## config.mk

```make
export PLATFORM = sky130hd
export DESIGN_NAME = lcd_fetch
export DESIGN_NICKNAME = d
export VERILOG_FILES = /design/src/rtl/lcd_fetch.sv
export SDC_FILE = /design/constraint.sdc
export NUM_CORES = 1
export LEC_CHECK = 0
export CAP_MARGIN = 10
export CORE_ASPECT_RATIO = 0.8
export CORE_MARGIN = 1.5
export CORE_UTILIZATION = 55
export DETAILED_ROUTE_END_ITERATION = 16
export GPL_TIMING_DRIVEN = 0
export PLACE_DENSITY = 0.86
export REMOVE_ABC_BUFFERS = 1
export SLEW_MARGIN = 20
export SYNTH_ARGS = -nofsm -noshare
export SYNTH_HDL_FRONTEND = slang
export SYNTH_SLANG_ARGS = --single-unit
```

## constraint.sdc

```tcl
create_clock -name mck -period 7.3 [get_ports mck]
set_input_delay 2.19 -clock mck [delete_from_list [all_inputs] [get_ports mck]]
set_output_delay 2.19 -clock mck [all_outputs]
set_load 0.03 [all_outputs]
```

## src/rtl/lcd_fetch.sv

```systemverilog
`default_nettype none
// ============================================================================
//  Module   : lcd_fetch
//  Brief    : Z88 video fetch engine. Walks the screen base file and the
//             character-generator areas in the blink video slots and emits
//             one decoded glyph row per px_valid strobe.
//  Revision : 1.0 - initial release
// ============================================================================
module lcd_fetch #(
    parameter int SCR_W   = 640,
    parameter int MAX_COL = 128
) (
    input  logic        mck,
    input  logic        res,
    input  logic [1:0]  clkcnt,
    input  logic        lcdon,
    input  logic [12:0] pb0w,
    input  logic [9:0]  pb1w,
    input  logic [8:0]  pb2w,
    input  logic [10:0] pb3w,
    input  logic [10:0] sbrw,
    output logic [21:0] va,
    input  logic [7:0]  vid_cdo,
    output logic        px_valid,
    output logic [9:0]  px_x,
    output logic [5:0]  px_y,
    output logic [7:0]  px_bits,
    output logic        px_hires,
    output logic        px_flash,
    output logic        px_grey,
    output logic        frame_done
);

    localparam logic [2:0] c_ST_IDLE    = 3'd0;
    localparam logic [2:0] c_ST_CODE    = 3'd1;
    localparam logic [2:0] c_ST_ATTR    = 3'd2;
    localparam logic [2:0] c_ST_GLYPH   = 3'd3;
    localparam logic [2:0] c_ST_NEXTCH  = 3'd4;
    localparam logic [2:0] c_ST_NEXTROW = 3'd5;

    localparam logic [6:0]  c_COL_LAST = 7'(MAX_COL - 1);
    localparam logic [10:0] c_SCR_W    = 11'(SCR_W);

    // Attribute bit positions
    localparam int c_HRS = 5;
    localparam int c_REV = 4;
    localparam int c_FLS = 3;
    localparam int c_GRY = 2;
    localparam int c_UND = 1;

    logic [2:0]  r_state;
    logic [2:0]  r_row;
    logic [6:0]  r_col;
    logic [2:0]  r_line;
    logic [9:0]  r_x;

    // Start-of-frame copies of the blink base registers
    logic [12:0] r_pb0;
    logic [9:0]  r_pb1;
    logic [8:0]  r_pb2;
    logic [10:0] r_pb3;
    logic [10:0] r_sbr;

    logic [7:0]  r_char;
    logic [5:0]  r_attr;

    logic        r_px_valid;
    logic [9:0]  r_px_x;
    logic [5:0]  r_px_y;
    logic [7:0]  r_px_bits;
    logic        r_px_hires;
    logic        r_px_flash;
    logic        r_px_grey;
    logic        r_frame_done;

    logic        w_slot;
    logic [8:0]  w_lo_code;
    logic [9:0]  w_hi_code;
    logic [3:0]  w_width;
    logic [3:0]  w_new_width;
    logic        w_fits;
    logic [21:0] w_glyph_addr;
    logic [7:0]  w_glyph_data;

    // Only clkcnt 0/1 are video slots; 2 (and the unused 3) freeze the engine
    assign w_slot      = (clkcnt == 2'd0) || (clkcnt == 2'd1);
    assign w_lo_code   = {r_attr[0], r_char};
    assign w_hi_code   = {r_attr[1:0], r_char};
    assign w_width     = r_attr[c_HRS] ? 4'd8 : 4'd6;
    // Width of the glyph whose attribute is being captured right now
    assign w_new_width = vid_cdo[c_HRS] ? 4'd8 : 4'd6;
    assign w_fits      = ({1'b0, r_x} + {7'd0, w_new_width}) <= c_SCR_W;

    // Select the character-generator area and address for the current glyph line
    always_comb begin
        w_glyph_addr = '0;
        if (r_attr[c_HRS]) begin
            if (w_hi_code[9:8] == 2'b11)
                w_glyph_addr = {r_pb3, w_hi_code[7:0], r_line};
            else
                w_glyph_addr = {r_pb2, w_hi_code, r_line};
        end else begin
            if (w_lo_code[8:6] == 3'b111)
                w_glyph_addr = {r_pb0, w_lo_code[5:0], r_line};
            else
                w_glyph_addr = {r_pb1, w_lo_code, r_line};
        end
    end

    // Turn the raw glyph byte into displayed pixels (mask, underline, reverse)
    always_comb begin
        w_glyph_data = vid_cdo;
        if (!r_attr[c_HRS]) begin
            w_glyph_data = {2'b00, vid_cdo[5:0]};
            if (r_attr[c_UND] && (r_line == 3'd7))
                w_glyph_data = 8'h3F;
            if (r_attr[c_REV])
                w_glyph_data = w_glyph_data ^ 8'h3F;
        end else if (r_attr[c_REV]) begin
            w_glyph_data = vid_cdo ^ 8'hFF;
        end
    end

    // Video address depends on registered state only, so it is stable all slot
    always_comb begin
        va = '0;
        case (r_state)
            c_ST_CODE:  va = {r_sbr, r_row, r_col, 1'b0};
            c_ST_ATTR:  va = {r_sbr, r_row, r_col, 1'b1};
            c_ST_GLYPH: va = w_glyph_addr;
            default:    va = '0;
        endcase
    end

    // Fetch sequencer with registered strobes and pixel outputs
    always_ff @(posedge mck or posedge res) begin
        if (res) begin
            r_state      <= c_ST_IDLE;
            r_row        <= '0;
            r_col        <= '0;
            r_line       <= '0;
            r_x          <= '0;
            r_pb0        <= '0;
            r_pb1        <= '0;
            r_pb2        <= '0;
            r_pb3        <= '0;
            r_sbr        <= '0;
            r_char       <= '0;
            r_attr       <= '0;
            r_px_valid   <= 1'b0;
            r_px_x       <= '0;
            r_px_y       <= '0;
            r_px_bits    <= '0;
            r_px_hires   <= 1'b0;
            r_px_flash   <= 1'b0;
            r_px_grey    <= 1'b0;
            r_frame_done <= 1'b0;
        end else begin
            r_px_valid   <= 1'b0;
            r_frame_done <= 1'b0;
            case (r_state)
                c_ST_IDLE: begin
                    if (lcdon) begin
                        r_pb0   <= pb0w;
                        r_pb1   <= pb1w;
                        r_pb2   <= pb2w;
                        r_pb3   <= pb3w;
                        r_sbr   <= sbrw;
                        r_state <= c_ST_CODE;
                    end
                end
                c_ST_CODE: begin
                    if (w_slot) begin
                        r_char  <= vid_cdo;
                        r_state <= c_ST_ATTR;
                    end
                end
                c_ST_ATTR: begin
                    if (w_slot) begin
                        r_attr  <= vid_cdo[5:0];
                        r_line  <= '0;
                        r_state <= w_fits ? c_ST_GLYPH : c_ST_NEXTROW;
                    end
                end
                c_ST_GLYPH: begin
                    if (w_slot) begin
                        r_px_valid <= 1'b1;
                        r_px_x     <= r_x;
                        r_px_y     <= {r_row, r_line};
                        r_px_bits  <= w_glyph_data;
                        r_px_hires <= r_attr[c_HRS];
                        r_px_flash <= r_attr[c_FLS];
                        r_px_grey  <= r_attr[c_GRY];
                        r_line     <= r_line + 3'd1;
                        if (r_line == 3'd7)
                            r_state <= c_ST_NEXTCH;
                    end
                end
                c_ST_NEXTCH: begin
                    r_x <= r_x + {6'd0, w_width};
                    if (r_col == c_COL_LAST) begin
                        r_col   <= '0;
                        r_state <= c_ST_NEXTROW;
                    end else begin
                        r_col   <= r_col + 7'd1;
                        r_state <= c_ST_CODE;
                    end
                end
                c_ST_NEXTROW: begin
                    r_col <= '0;
                    r_x   <= '0;
                    if (r_row == 3'd7) begin
                        r_row        <= '0;
                        r_frame_done <= 1'b1;
                        r_state      <= c_ST_IDLE;
                    end else begin
                        r_row   <= r_row + 3'd1;
                        r_state <= c_ST_CODE;
                    end
                end
                default: r_state <= c_ST_IDLE;
            endcase
        end
    end

    assign px_valid   = r_px_valid;
    assign px_x       = r_px_x;
    assign px_y       = r_px_y;
    assign px_bits    = r_px_bits;
    assign px_hires   = r_px_hires;
    assign px_flash   = r_px_flash;
    assign px_grey    = r_px_grey;
    assign frame_done = r_frame_done;

endmodule
`default_nettype wire
```

== After elaboration in Yosys (flattened, before gate mapping) ==
Index checks and enable logic that the tools add are counted.
Cells by class
  order comparisons: 1
  $add $sub $neg: 5
  bitwise logic cells: 2
  eq/ne operators: 16
  reductions and logical operators: 12
  muxes and demuxes: 31
Operators by type and width (number)
  two-way mux 22 bit: 3
  case mux 22 bit (3 select lines): 1
  two-way mux 3 bit: 10
  two-way mux 8 bit: 3
  case mux 10 bit (2 select lines): 1
  case mux 3 bit (6 select lines): 1
  == test 3 bit (second input constant): 5
  case mux 7 bit (2 select lines): 1
  two-way mux 6 bit: 2
  adder 10 x 4 -> 11 bit: 1
  <= comparator 11 x 10 -> 1 bit (second input constant): 1
  adder 10 x 4 -> 10 bit: 1
  inequality test 2 bit (second input constant): 5
  two-way mux 4 bit: 2
  NOT 8 bit: 1
  AND reduction 2 bit: 4
  adder 7 x 1 -> 7 bit (second input constant): 1
  == test 7 bit (second input constant): 1
  two-way mux 7 bit: 1
  adder 3 x 1 -> 3 bit (second input constant): 2
  == test 3 x 2 -> 1 bit (second input constant): 2
  NOT 6 bit: 1
  case mux 3 bit (2 select lines): 1
  two-way mux 1 bit: 5
  other kinds (10): 11
Word-level totals
  input bits: 67
  flip-flop bits (word level): 123
  output and inout bits: 51
  logic and storage cells: 87

== Depth between registers and ports, before layout ==
Gate-level depths: netlist of the first run.
  word-level depth: 7
  gate-level depth with buffers: 9
  mapped depth without buffers: 8

== Worst setup path before layout of the first run ==
Ideal clock, no wire load.
  kind: input-to-reg
  start: input vid_cdo[5]
  end: register r_state[2]
  cell stages on the path: 8
  library setup time: 126 ps
  required time: 7174 ps
  arrival time: 3755 ps
  slack: 3419 ps
  path buffers: 0
  cell sequence: inv_1 ha_1 fa_1 a21oi_2 nand4b_1 a31oi_1 a32oi_1 a221o_1
On the way
  longest elaborated chain between the ends: 6
RTL lines
  start: declaration: line 23  | input logic [7:0] vid_cdo,
  two-way mux 4 bit: line 91  | assign w_new_width = vid_cdo[c_HRS] ? 4'd8 : 4'd6;
  adder 10 x 4 -> 11 bit: line 92  | assign w_fits = ({1'b0, r_x} + {7'd0, w_new_width}) <= c_SCR_W;
  <= comparator 11 x 10 -> 1 bit: line 92
  two-way mux 3 bit: line 182  | r_state <= w_fits ? c_ST_GLYPH : c_ST_NEXTROW;
  two-way mux 3 bit: line 179  | if (w_slot) begin
  case mux 3 bit (6 select lines): line 161  | case (r_state)
  end signal: assignment: line 169  | r_state <= c_ST_CODE;
  end signal: assignment: line 175  | r_state <= c_ST_ATTR;
  end signal: assignment: line 182
  end: declaration: line 51  | logic [2:0] r_state;
Every way passes these cells. The select of a mux whose other input is x is not followed.
A chain may end at the register's enable or synchronous reset.

== Final worst setup path of the first run ==
  start: register r_state[0]
  end: output va[11]
On the way
  longest elaborated chain between the ends: 2
  elaborated cells between the ends (all ways): 4
  those cells by class: 3 x eq/ne; 1 x mux
RTL lines
  start signal: assignment: line 138  | r_state <= c_ST_IDLE;
  start signal: assignment: line 169
  start signal: assignment: line 175
  == test 3 x 2 -> 1 bit or == test 3 x 1 -> 1 bit (tied branches): line 127  | case (r_state)
  case mux 22 bit (3 select lines) (*): line 127
  end: declaration: line 22  | output logic [21:0] va,
Mark *: on every way between the ends. The rest lies on a longest branch, timed or not.

==> results.md, run 1 <==
* Status: complete, no violations
* Drt drc at 0
* Sw frac at 37.06%
* Leak at 3.494 nW
* Total global-route track usage at 29.59%
* Hold-fix buffers at CTS at 0
* Share of cells above drive strength 1 at 17.25%
* RSZ-0062 raised after global routing: no
* Max stage delay on crit path at 0.92 ns
* Register area share after synthesis at 51.37%
* First-pass GRT wire length at 25410 um
* Post-Synthesis Cells at 541
* FP Rows at 33
* RD Place Congestion at 0.8321
* Post-synth EDFFs at 0
* DIE HEIGHT at 95.60 um
* Post-CTS Setup Inserts at 0
* Startpoint types: flop
* Total iterations of the first detailed-routing run at 5
* Core ar. at 10320 um^2
* Clock skew at 0.005781 ns
* WL final at 15750 um
* Root buf cell: clkbuf_16
* Post-detailed-route via-to-cell ratio at 5.845
* Number of synthesized register bits at 121
* Die area at 11350 um^2
* Yosys Warn Count at 0
* Slowest cell on the critical path: dfrtp_1
* IR drop worst, VDD at 0.0002432 V
* Setup WS post-layout at 1.629 ns
* Max-slew violations at 0
* Die Wd at 118.7 um
* Min cycle time layout at 5.671 ns
* Total CTS buffers at 17
* Worst hold stages at 2
* Critical Path AT at 3.48 ns
* P per Cell Area at 436.1 nW/um^2
* # IOs at 118
* H-Tree Depth at 4
* R2r worst-path depth at 6
* Mean Syn Cell Area at 10.90 um^2
* CTS tree: built
* Synth Flop Type: dfrtp_1
* Area Growth Syn to Fin at 32.20%
* Switch Pwr at 0.001260 W
* Clock power share at 25.8%
* Port Buffers at 115
* Post-DRT Antenna Nets at 0
* Total grt overflow at 0
* Int Power at 0.002139 W
* N_diodes at 0
* Max Cap Viol at 0
* Clock Latency Late Sink at 0.41 ns
* Final period util at 77.69%
* Max Fclk at 0.1763 GHz
* Slew headroom at 37.99%
* CTS Buffer Depth at 2
* Crit path capture type: primary output
* Pin count of the biggest net entering global routing at 80
* Critical-path maximum fanout at 24
* Sink Count at 121
* Vias at 4682
* Util after Layout at 75.49%
* Post-synth cell types at 54
* Post-Syn Area at 5894 um^2
* Required time worst endpoint at 5.11 ns
* Final TNS setup at 0 ns
* Nets@finish at 729
* Vias in the first global route at 4894
* Cts repair resizes at 0
* Logic pwr share at 41.0%
* Initial antenna violation count at 0
* Routed len/inst at 19.67 um
* Final setup viols at 0
* Worst Hold Margin at 0.4724 ns
* DP Worst Slack at 2.077 ns
* Clk slew on worst S/H paths at 0.05 ns
* HPWL after detailed placement at 10540 um
* Worst-path cell chain: inv_1, nor3b_4, buf_8, o2111ai_1, nand2_1, clkdlybuf4s50_1
* Initial Utilization at 57.10%
* Slew of the pin with the lowest slew margin at 0.9291 ns
* Power share of the sequential group at 33.2%
* Worst hold path type: reg2reg
* Power Total at 0.003399 W
* Iter 0 DRT Violations at 401
* Setup CP Type: reg2out
* Hold Vio Cnt, Final at 0
* Asr flop ratio synth at 100.0%
[per-stage QoR]
step                cells  cell area, um^2
global route          801             7792
detailed placement    770             7168
floorplan             507             5719
finish                801             7792
global placement      762             7046
CTS                   801             7792
[Yosys cell counts (3+ instances only)]
| library cell | count | area share (%) |
|---|---|---|
| o31ai_1 | 3 | 0.38 |
| buf_2 | 11 | 0.93 |
| mux2i_1 | 11 | 1.9 |
| mux2_2 | 64 | 12 |
| dfrtp_1 | 121 | 51 |
| mux2_1 | 4 | 0.76 |
| nand2_1 | 101 | 6.4 |
| o21ai_0 | 34 | 2.9 |
| xor2_1 | 7 | 1.0 |
| nand2b_1 | 6 | 0.64 |
| xnor2_1 | 8 | 1.2 |
| ha_1 | 11 | 2.3 |
| inv_1 | 9 | 0.57 |
| and3_1 | 11 | 1.2 |
| a21o_1 | 3 | 0.38 |
| nor2b_1 | 3 | 0.32 |
| a22o_1 | 18 | 2.7 |
| buf_4 | 7 | 0.89 |
| nand3_1 | 7 | 0.59 |
| nor2_1 | 15 | 0.96 |
| a21oi_1 | 19 | 1.6 |
| clkbuf_1 | 13 | 0.83 |
| nor3_1 | 6 | 0.51 |
| o311ai_0 | 3 | 0.45 |
| a211oi_1 | 11 | 1.4 |
[worst max-delay path: cells and delay by family, from the launching register on]
kind            cells  cell delay (ns)
compound gates      1             0.12
buf+inv             3             1.31
flops               1             0.92
simple gates        2             0.71
[final cells by class]
class,count,area [um^2]
clock inverter,7,112.6
fill,654,2530
multi-input combinational,376,2665
clock buffer,24,511.7
tap,140,175.2
inverter,10,42.54
timing repair buffer,123,1257
sequential,121,3028
[path summary, 6_finish.rpt]
check,endpoint,slack (ns),startpoint
max in group asynchronous,r_sbr[10],4.41,res
worst min-delay path,px_flash,0.47,px_flash
min in group asynchronous,r_pb1[8],2.18,res
worst min register to register,px_flash,0.47,px_flash
worst max-delay path,va[11],1.63,r_state[0]
worst max register to register,r_state[2],3.94,r_state[0]
[layer usage]
metal	wire length [um]	global-route usage, %	up-vias
met3	879	6.041	47
met5	0	0	-
met1	6483	35.08	2307
li1	-	-	2120
met2	7888	53.00	208
met4	501	13.15	0
[flip-flops by register name, summed over array words and instances (netlist names), 3 cells and up]
register,count
r_pb3,11
px_x,9
r_pb2,9
r_char,8
r_line,3
r_row,3
r_state,3
r_x,9
r_col,7
px_bits,8
r_pb1,10
r_pb0,13
r_sbr,11
px_y,6
r_attr,6
[power by group through the flow]
stage                     Combinational (W)  Clock [W]  Sequential (W)
after CTS                           0.00139   0.000882         0.00112
after detailed placement            0.00137          0         0.00112
final                               0.00139   0.000876         0.00113
after floorplan                    0.000786          0         0.00114
after global routing                0.00148   0.000915         0.00116
after global placement              0.00129          0         0.00110
[kinds of logic (layout without fill, tap and decap cells)]
family / after synthesis / count (layout) / synth area share [%]
adder cells (fa/ha/maj): 13 / 13 / 3.014
XOR/XNOR: 15 / 15 / 2.229
flip-flops: 121 / 121 / 51.37
AO/OA/AOI/OAI: 104 / 104 / 11.59
other: 1 / 1 / 0.06362
AND/OR/NAND/NOR: 164 / 164 / 13.27
buffers and inverters: 44 / 164 / 3.609
multiplexers: 79 / 79 / 14.86
[layout by cell type, fill, tap and decap left out, types with 5 or more instances in the layout]
cell type / instances
dfrtp_1: 121
clkdlybuf4s50_1: 115
nand2_1: 101
mux2_2: 64
o21ai_0: 34
a21oi_1: 19
a22o_1: 18
clkbuf_16: 17
nor2_1: 14
a211oi_1: 11
mux2i_1: 11
and3_1: 11
ha_1: 11
inv_1: 8
xnor2_1: 8
nand3_1: 7
xor2_1: 7
nor3_1: 6
clkbuf_8: 6
nand2b_1: 5
(Power assumes the default switching activity.)
==> run 2: changes to the inputs <==
--- a/config.mk
+++ b/config.mk
@@ -8,10 +8,10 @@
 export CAP_MARGIN = 10
 export CORE_ASPECT_RATIO = 0.8
 export CORE_MARGIN = 1.5
-export CORE_UTILIZATION = 55
+export CORE_UTILIZATION = 47
 export DETAILED_ROUTE_END_ITERATION = 16
 export GPL_TIMING_DRIVEN = 0
-export PLACE_DENSITY = 0.86
+export PLACE_DENSITY = 0.79
 export REMOVE_ABC_BUFFERS = 1
 export SLEW_MARGIN = 20
 export SYNTH_ARGS = -nofsm -noshare
==> constraint.sdc (replaced) <==
create_clock -name mck -period 4.7 [get_ports mck]
set_input_delay 1.41 -clock mck [delete_from_list [all_inputs] [get_ports mck]]
set_output_delay 1.41 -clock mck [all_outputs]
set_load 0.03 [all_outputs]
==> run 2 against run 1 <==
Against the previous run:
- global-route usage down 6.0 points
- worst setup slack lost 1.4 ns
- sequential power up 54%
- critical path depth is the same
- non-clock buffer count is 1 lower
- sequential share of layout area is essentially flat
- die area rose by 17%
- critical endpoint unchanged
- largest cell class unchanged
==> results.md, run 2 (synthesis results as in run 1) <==
* Routed len/inst at 17.87 um (was 19.67 um)
* Port Buffers at 115 (unchanged)
* Total CTS buffers at 17 (unchanged)
* Initial Utilization at 48.29% (was 57.10%)
* Die area at 13230 um^2 (was 11350 um^2)
* RR Startpoint: r_state[0] (unchanged)
* Post-detailed-route via-to-cell ratio at 5.552 (was 5.845)
* R2r worst-path depth at 6 (unchanged)
* DP Worst Slack at 0.3801 ns (was 2.077 ns)
* Sink Count at 121 (unchanged)
* RR Endpoint: r_state[2] (unchanged)
* Post-DRT Antenna Nets at 0 (unchanged)
* Leak at 3.470 nW (was 3.494 nW)
* Metal2 WL at 7039 um (was 7888 um)
* WL final at 14870 um (was 15750 um)
* First-pass GRT wire length at 23820 um (was 25410 um)
* R2r setup slk at 1.53 ns (was 3.94 ns)
* DIE HEIGHT at 103.2 um (was 95.60 um)
* # IOs at 118 (unchanged)
* Pin count of the biggest net entering global routing at 80 (unchanged)
* Status: complete, no violations (unchanged)
* P per Cell Area at 662.4 nW/um^2 (was 436.1 nW/um^2)
* Hold Path Origin: r_attr[3] (was px_flash)
* Max stage delay on crit path at 0.71 ns (was 0.92 ns)
* Most frequent cells in the layout: dfrtp_1, clkdlybuf4s50_1, nand2_1 (unchanged)
* Clock skew at 0.01030 ns (was 0.005781 ns)
* RD Place Congestion at 0.8258 (was 0.8321)
* Max Cap Viol at 0 (unchanged)
* Slew headroom at 32.80% (was 37.99%)
* Worst Hold Margin at 0.4677 ns (was 0.4724 ns)
* Max-slew violations at 0 (unchanged)
* IR drop worst, VDD at 0.0003119 V (was 0.0002432 V)
* Met3 routed WL at 720 um (was 879 um)
* Setup CP Type: reg2out (unchanged)
* Vias in the first global route at 4750 (was 4894)
* Flip-flop count of the largest register after layout at 13 (unchanged)
* H-Tree Depth at 4 (unchanged)
* Slew of the pin with the lowest slew margin at 1.007 ns (was 0.9291 ns)
* Min cycle time layout at 4.449 ns
* Nets@finish at 728 (was 729)
* Startpoint types: flop (unchanged)
* Commonest non-fill, non-tap cell in the layout: dfrtp_1 (unchanged)
* Clk slew on worst S/H paths at 0.06 ns (was 0.05 ns)
* Util after Layout at 63.92% (was 75.49%)
* Area Growth Syn to Fin at 32.37% (was 32.20%)
* Final setup viols at 0 (unchanged)
* Worst setup path end: va[11] (unchanged)
* N_diodes at 0 (unchanged)
* Post-CTS Setup Inserts at 0 (unchanged)
* Die Wd at 128.2 um (was 118.7 um)
* Final period util at 94.65%
* Vias at 4619 (was 4682)
* Crit path capture type: primary output (unchanged)
* Root buf cell: clkbuf_16 (unchanged)
* Setup crit start: r_state[0] (unchanged)
* Setup WS post-layout at 0.2514 ns (was 1.629 ns)
* Met1 WL at 6533 um (was 6483 um)
* Hold Vio Cnt, Final at 0 (unchanged)
* CTS Buffer Depth at 2 (unchanged)
* Top sig layer: met4 (unchanged)
* Core ar. at 12210 um^2 (was 10320 um^2)
* Iter 0 DRT Violations at 417 (was 401)
* Hold-fix buffers at CTS at 0 (unchanged)
* Clock Latency Late Sink at 0.41 ns (about the same)
* Max Fclk at 0.2248 GHz
* Largest registers: r_pb0: 13 flops, r_pb3: 11 flops, r_sbr: 11 flops (unchanged)
* Required time worst endpoint at 3.29 ns (was 5.11 ns)
* Biggest register: r_pb0 (unchanged)
* Initial antenna violation count at 0 (unchanged)
* Total iterations of the first detailed-routing run at 5 (unchanged)
* Critical-path maximum fanout at 24 (unchanged)
* Slowest cell on the critical path: clkdlybuf4s50_1 (was dfrtp_1)
* Total grt overflow at 0 (unchanged)
* CTS tree: built (unchanged)
* FP Rows at 36 (was 33)
* Drt drc at 0 (unchanged)
* HPWL after detailed placement at 10030 um (was 10540 um)
* Critical Path AT at 3.04 ns (was 3.48 ns)
* Worst-path cell chain: inv_1, nor3b_4, buf_8, o2111ai_1, nand2_1, clkdlybuf4s50_1 (unchanged)
* Worst hold path type: reg2reg (unchanged)
* Share of cells above drive strength 1 at 17.70% (was 17.25%)
* RSZ-0062 raised after global routing: no (unchanged)
* Total global-route track usage at 23.63% (was 29.59%)
-- run 2: worst min-delay path by stage --
stage	endpoint	slack, ns	cells after the start
after floorplan	px_flash	0.43	2
after global placement	px_grey	0.45	2
after detailed placement	px_flash	0.46	2
after CTS	px_flash	0.47	2
after global routing	px_x[3]	0.49	2
final	px_flash	0.47	2
-- run 2: metrics by stage --
step / setup TNS, ns / instance area, um^2 / instances / power, W
after floorplan: 0 / 5719 / 507 / 0.002997
after global placement: -204.52 / 7084 / 793 / 0.003723
after detailed placement: 0 / 7196 / 800 / 0.003861
after CTS: 0 / 7797 / 832 / 0.005182
after global routing: 0 / 7802 / 832 / 0.005429
final: 0 / 7802 / 832 / 0.005168
-- run 2: layout make-up --
cell class / count / area (um^2)
fillers: 945 / 4404
flip-flops and latches: 121 / 3029
multi-input cells: 376 / 2670
repair buffers: 122 / 1246
clock buffers: 21 / 480.5
well taps: 171 / 214.0
clock inverters: 11 / 120.1
inverters: 10 / 42.54
-- run 2: metal layers --
metal  global-route usage [%]  vias up
met5                        0        -
met2                    39.21      185
met1                    29.80     2265
met3                    4.722       47
met4                    12.27        0
li1                         -     2122
-- run 2: repair_timing --
| item | 4_1_cts | 5_1_grt |
|---|---|---|
| endpoints found under the setup margin | 5 | 1 |
| hold endpoints to repair | 0 | 0 |
| resized for setup | 1 | 1 |
-- run 2: where the power goes --
group	switching (W)	total (W)	internal, W
Clock	0.000474	0.00131	0.000834
Combinational	0.00114	0.00212	0.000978
Sequential	0.000313	0.00174	0.00143
Total	0.00193	0.00517	0.00324
-- run 2: critical path: cells and delay by family, from the launching register on --
kind / cells / cell delay (ns)
DFF: 1 / 0.64
buffers and inverters: 3 / 1.23
and+or+nand+nor: 2 / 0.64
AOI/OAI and AO/OA: 1 / 0.11
